==> config.mk <==
export PLATFORM = sky130hd
export DESIGN_NAME = mem_port_arbiter
export DESIGN_NICKNAME = d
export VERILOG_FILES = /design/src/rtl/mem_port_arbiter.sv
export SDC_FILE = /design/constraint.sdc
export NUM_CORES = 1
export LEC_CHECK = 0
export CAP_MARGIN = 20
export CORE_AREA = 5 5 116 118
export CTS_CLUSTER_SIZE = 24
export DETAILED_ROUTE_END_ITERATION = 8
export DIE_AREA = 0 0 121 123
export GPL_ROUTABILITY_DRIVEN = 0
export PLACE_DENSITY = 0.66
export SLEW_MARGIN = 5
export SYNTH_ARGS = -nofsm -noshare
export SYNTH_HDL_FRONTEND = slang
export SYNTH_SLANG_ARGS = --single-unit
==> constraint.sdc <==
create_clock -name clk -period 3.8 [get_ports clk]
set_clock_uncertainty 0.1 [all_clocks]
set_input_delay 0.57 -clock clk [delete_from_list [all_inputs] [get_ports clk]]
set_output_delay 0.57 -clock clk [all_outputs]
set_load 0.01 [all_outputs]
==> src/rtl/mem_port_arbiter.sv <==
// Two-requester round-robin arbiter sharing one memory port between fetch (0) and data (1).
// One outstanding transaction; response is steered back to the requester that owns it.
//
// state | meaning
// IDLE  | no transaction; grant chosen combinationally from valids and prio
// HOLD  | request presented but not yet accepted; grant locked to owner
// WAIT  | request accepted; waiting for the memory response for owner
module mem_port_arbiter #(
  parameter int p_addr_nbits = 32,
  parameter int p_data_nbits = 32
) (
  input  logic                    clk,
  input  logic                    reset,

  input  logic                    req0_val,
  output logic                    req0_rdy,
  input  logic [p_addr_nbits-1:0] req0_addr,
  input  logic                    req0_wen,
  input  logic [p_data_nbits-1:0] req0_wdata,

  input  logic                    req1_val,
  output logic                    req1_rdy,
  input  logic [p_addr_nbits-1:0] req1_addr,
  input  logic                    req1_wen,
  input  logic [p_data_nbits-1:0] req1_wdata,

  output logic                    resp0_val,
  output logic [p_data_nbits-1:0] resp0_rdata,
  output logic                    resp1_val,
  output logic [p_data_nbits-1:0] resp1_rdata,

  output logic                    mem_req_val,
  input  logic                    mem_req_rdy,
  output logic [p_addr_nbits-1:0] mem_req_addr,
  output logic                    mem_req_wen,
  output logic [p_data_nbits-1:0] mem_req_wdata,

  input  logic                    mem_resp_val,
  input  logic [p_data_nbits-1:0] mem_resp_rdata,

  output logic                    sel,
  output logic                    busy
);

  typedef enum logic [1:0] {
    IDLE = 2'd0,
    HOLD = 2'd1,
    WAIT = 2'd2
  } state_t;

  state_t state_q, state_d;
  logic   owner_q, owner_d;
  logic   prio_q, prio_d;
  logic   fire;

  always_ff @(posedge clk) begin
    if (reset) begin
      state_q <= IDLE;
      owner_q <= 1'b0;
      prio_q  <= 1'b0;
    end else begin
      state_q <= state_d;
      owner_q <= owner_d;
      prio_q  <= prio_d;
    end
  end

  always_comb begin
    sel         = owner_q;
    mem_req_val = 1'b0;
    busy        = 1'b0;
    resp0_val   = 1'b0;
    resp1_val   = 1'b0;
    state_d     = state_q;
    owner_d     = owner_q;
    prio_d      = prio_q;

    // A lone valid requester wins outright; ties and no-request fall back to prio.
    if (state_q == IDLE) begin
      if (req0_val && !req1_val)      sel = 1'b0;
      else if (req1_val && !req0_val) sel = 1'b1;
      else                            sel = prio_q;
    end

    case (state_q)
      IDLE: mem_req_val = req0_val || req1_val;
      HOLD: mem_req_val = 1'b1;
      default: mem_req_val = 1'b0;
    endcase

    fire = mem_req_val && mem_req_rdy;

    case (state_q)
      IDLE: begin
        if (fire) begin
          state_d = WAIT;
          owner_d = sel;
          prio_d  = ~sel;
        end else if (req0_val || req1_val) begin
          state_d = HOLD;
          owner_d = sel;
        end
      end
      HOLD: begin
        busy = 1'b1;
        if (fire) begin
          state_d = WAIT;
          prio_d  = ~owner_q;
        end
      end
      WAIT: begin
        busy = 1'b1;
        if (mem_resp_val) begin
          resp0_val = (owner_q == 1'b0);
          resp1_val = (owner_q == 1'b1);
          state_d   = IDLE;
        end
      end
      default: state_d = IDLE;
    endcase
  end

  assign req0_rdy      = fire && (sel == 1'b0);
  assign req1_rdy      = fire && (sel == 1'b1);

  assign mem_req_addr  = sel ? req1_addr  : req0_addr;
  assign mem_req_wen   = sel ? req1_wen   : req0_wen;
  assign mem_req_wdata = sel ? req1_wdata : req0_wdata;

  assign resp0_rdata   = mem_resp_rdata;
  assign resp1_rdata   = mem_resp_rdata;

endmodule

==> results.sh, run 1 <==
export IMPL_die_area_mm2=0.0149
export IMPL_worstHoldEndpoint="state_q[0]"
export IMPL_yosysTopAreaCellShare_pct=29.9
export IMPL_nets=496
export IMPL_arrival_ps=2930
export IMPL_path_cells="clkdlybuf4s50_1 -> inv_2 -> maj3_2 -> mux2i_4 -> buf_12 -> mux2_2 -> clkdlybuf4s50_1"
export IMPL_min_path_type="flop to flop"
export IMPL_die_h_um=123
export IMPL_ant_nets=0
export IMPL_holdPathStages=2
export IMPL_placed_cells=491
export IMPL_ir_drop_v=0.000221
export IMPL_post_drt_wl_per_cell_um=15.7
export IMPL_synth_top_family_by_area="multiplexers"
export IMPL_synthesis_area_mm2=0.00163
export IMPL_die_x_um=121
export IMPL_grt_total_usage_pct=9.18
export IMPL_root_buffer="clkbuf_16"
export IMPL_io_buffers=207
export IMPL_crit_top_cell="clkdlybuf4s50_1"
export IMPL_run_status="finished clean"
export IMPL_final_cells=494
export IMPL_finish_utilization_pct=28.3
export IMPL_regToRegSetupSlack_ps=1810
export IMPL_period_minus_slack_ps=3600
export IMPL_synth_seq_area_share_pct=4.90
export IMPL_io_pin_count=304
export IMPL_synthArstFlopShare_pct=0
export IMPL_path_max_fanout=41
export IMPL_htree_levels=1
export IMPL_synth_simple_area_share_pct=4.44
export IMPL_synth_area_leaders="buf_4, mux2_2, mux2_1"
export IMPL_clock_latency_ps=220
export IMPL_min_delay_start="state_q[0]"
export IMPL_power_leakage_nw=1.30
export IMPL_crit_buf_inv=4
export IMPL_start_kind="primary input"
export IMPL_placed_cell_area_mm2=0.00342
export IMPL_hpwl_um=6980
export IMPL_rsz0062_at_grt="false"
export IMPL_clock_sinks=4
export IMPL_yosysWarnings=0
export IMPL_hold_viol=0
export IMPL_fp_row_count=41
export IMPL_slew_headroom_pct=76.4
export IMPL_core_area_mm2=0.0124
export IMPL_drtPass1Iterations=4
export IMPL_synthXorXnorAreaFrac_pct=0
export IMPL_synthMuxAreaShare_pct=46.8
export IMPL_grt_max_degree=42
export IMPL_post_cts_setup_buffers=0
export IMPL_worst_pin_slew_ps=354
export IMPL_avgSynthCellArea_um2=8.98
export IMPL_synth_ff_type="dfxtp_1"
export IMPL_drv_slew=0
export IMPL_drc=0
export IMPL_max_cap_violations=0
export IMPL_hold_buffers=0
export IMPL_post_synth_top_area_cell="buf_4"
export IMPL_diodes=0
export IMPL_initialDrtViolationCount=18
export IMPL_fin_area_mm2=0.00349
export IMPL_fillers=1290
export IMPL_end_kind="output pin"
export IMPL_clkTransAtPathRegs_ps=30
export IMPL_synth_compound_area_share_pct=5.82
export IMPL_clockBufferDepth=2
export IMPL_antenna_found_initial=0
export IMPL_overflow=0
export IMPL_vias=1854
export IMPL_rr_worst_depth=6
export IMPL_drt_wl_total_um=7750
export IMPL_cts_tree="built"
export IMPL_max_freq_mhz=278
export IMPL_cts_buffers=3
export IMPL_syn_inst=182
export IMPL_grt_pass1_vias=2031
export IMPL_power_per_cell_area_mw_per_mm2=502
export IMPL_criticalPathCategory="primary input to output pin"
export IMPL_ys_seq_elements=4
export IMPL_critPathTopFamily="buffers and inverters"
export IMPL_synthTopCellsByCount="buf_4, mux2_2, mux2_1"
export IMPL_r2r_start="state_q[1]"
export IMPL_multi_input_area_um2=993
export IMPL_area_growth_pct=114
export IMPL_synth_edff_count=0
export IMPL_drive_gt1_share_pct=14.6
export IMPL_fin_setup_tns_ps=0
export IMPL_layout_area_seq_um2=80.1
export IMPL_critPathMaxStageDelay_ps=550
export IMPL_viasPerCell=3.75
export IMPL_setup_viol_count_final=0
export IMPL_fin_total_pwr_mw=1.75
export IMPL_post_route_period_util_pct=94.8
export IMPL_synth_adder_area_share_pct=3.75
export IMPL_ys_types=25
export IMPL_cp_required_ps=3130
export IMPL_cts_resized=0
export IMPL_yosysMostFrequentCell="buf_4"
export IMPL_grt_pass1_wl_um=10600
export IMPL_worst_path_max_delay_cell="clkdlybuf4s50_1"
export IMPL_initial_core_util_pct=13.2
export IMPL_rr_endpoint="prio_q"
export IMPL_synth_net_count=354
cells by family after synthesis:
family,after synthesis
AOI/OAI and AO/OA,13
DFF,4
and+or+nand+nor,16
muxes,67
adders and majority gates,5
buffers and inverters,77
cells in the final DEF, fill, tap and decap left out, drive strengths merged, types with 2 or more instances in the layout:
master / n
dfxtp: 4
clkbuf: 3
nor2: 6
clkdlybuf4s50: 207
a21oi: 2
o21ai: 5
inv: 5
buf: 2
nor2b: 2
a221oi: 2
mux2: 65
mux2i: 2
ha: 4
nand2: 5
through the flow:
stage	setup slack [ps]	hold slack [ps]
floorplan	1360	410
global placement	198	449
detailed placement	162	467
CTS	158	471
global route	93.0	510
finish	198	461
worst register-to-register path, stage by stage, from the launching register on:
cell     delay, ps
dfxtp_1        300
inv_1          110
ha_1           380
mux2i_4        370
buf_12         260
inv_2          100
o41ai_2        270
state kept, by name (all words and copies together), names as in the netlist:
name	cells
state_q	2
owner_q	1
prio_q	1
final cells by class:
| class | instances | area share (%) |
|---|---|---|
| Timing Repair Buffer | 209 | 60.4 |
| Multi-Input combinational cell | 101 | 28.4 |
| Tap cell | 172 | 6.16 |
| Sequential cell | 4 | 2.29 |
| Clock buffer | 3 | 2.15 |
| Inverter | 5 | 0.537 |
report_power, final:
group	internal, mW	switching, mW
clock network	0.134	0.0272
logic	0.919	0.599
registers	0.0609	0.0155
worst max path at each step:
stage | slack (ps) | startpoint | end | depth (start not counted)
finish | 200 | req0_val | mem_req_addr[7] | 7
floorplan | 1360 | req0_val | mem_req_wdata[10] | 6
CTS | 160 | req0_val | mem_req_addr[9] | 7
global route | 90 | req0_val | mem_req_addr[7] | 7
detailed placement | 160 | req0_val | mem_req_addr[9] | 7
global placement | 200 | req0_val | mem_req_addr[9] | 7
metal layers:
layer | track usage (%) | wire [µm]
met5 | 0 | 0
met4 | 2.12 | 112
met3 | 4.25 | 1260
met2 | 18.5 | 3990
met1 | 8.19 | 2390
Power figures use the tool's default switching activity.
==> run 2, diff against run 1 <==
SLEW_MARGIN = 0   (was 5)
==> results of run 2 <==
The final DEF is identical to that of run 1; final timing and power are the same.
==> run 3, diff against run 2 <==
TNS_END_PERCENT = 5   (was unset)
==> results of run 3 <==
The final DEF is identical to that of run 1; final timing and power are the same.
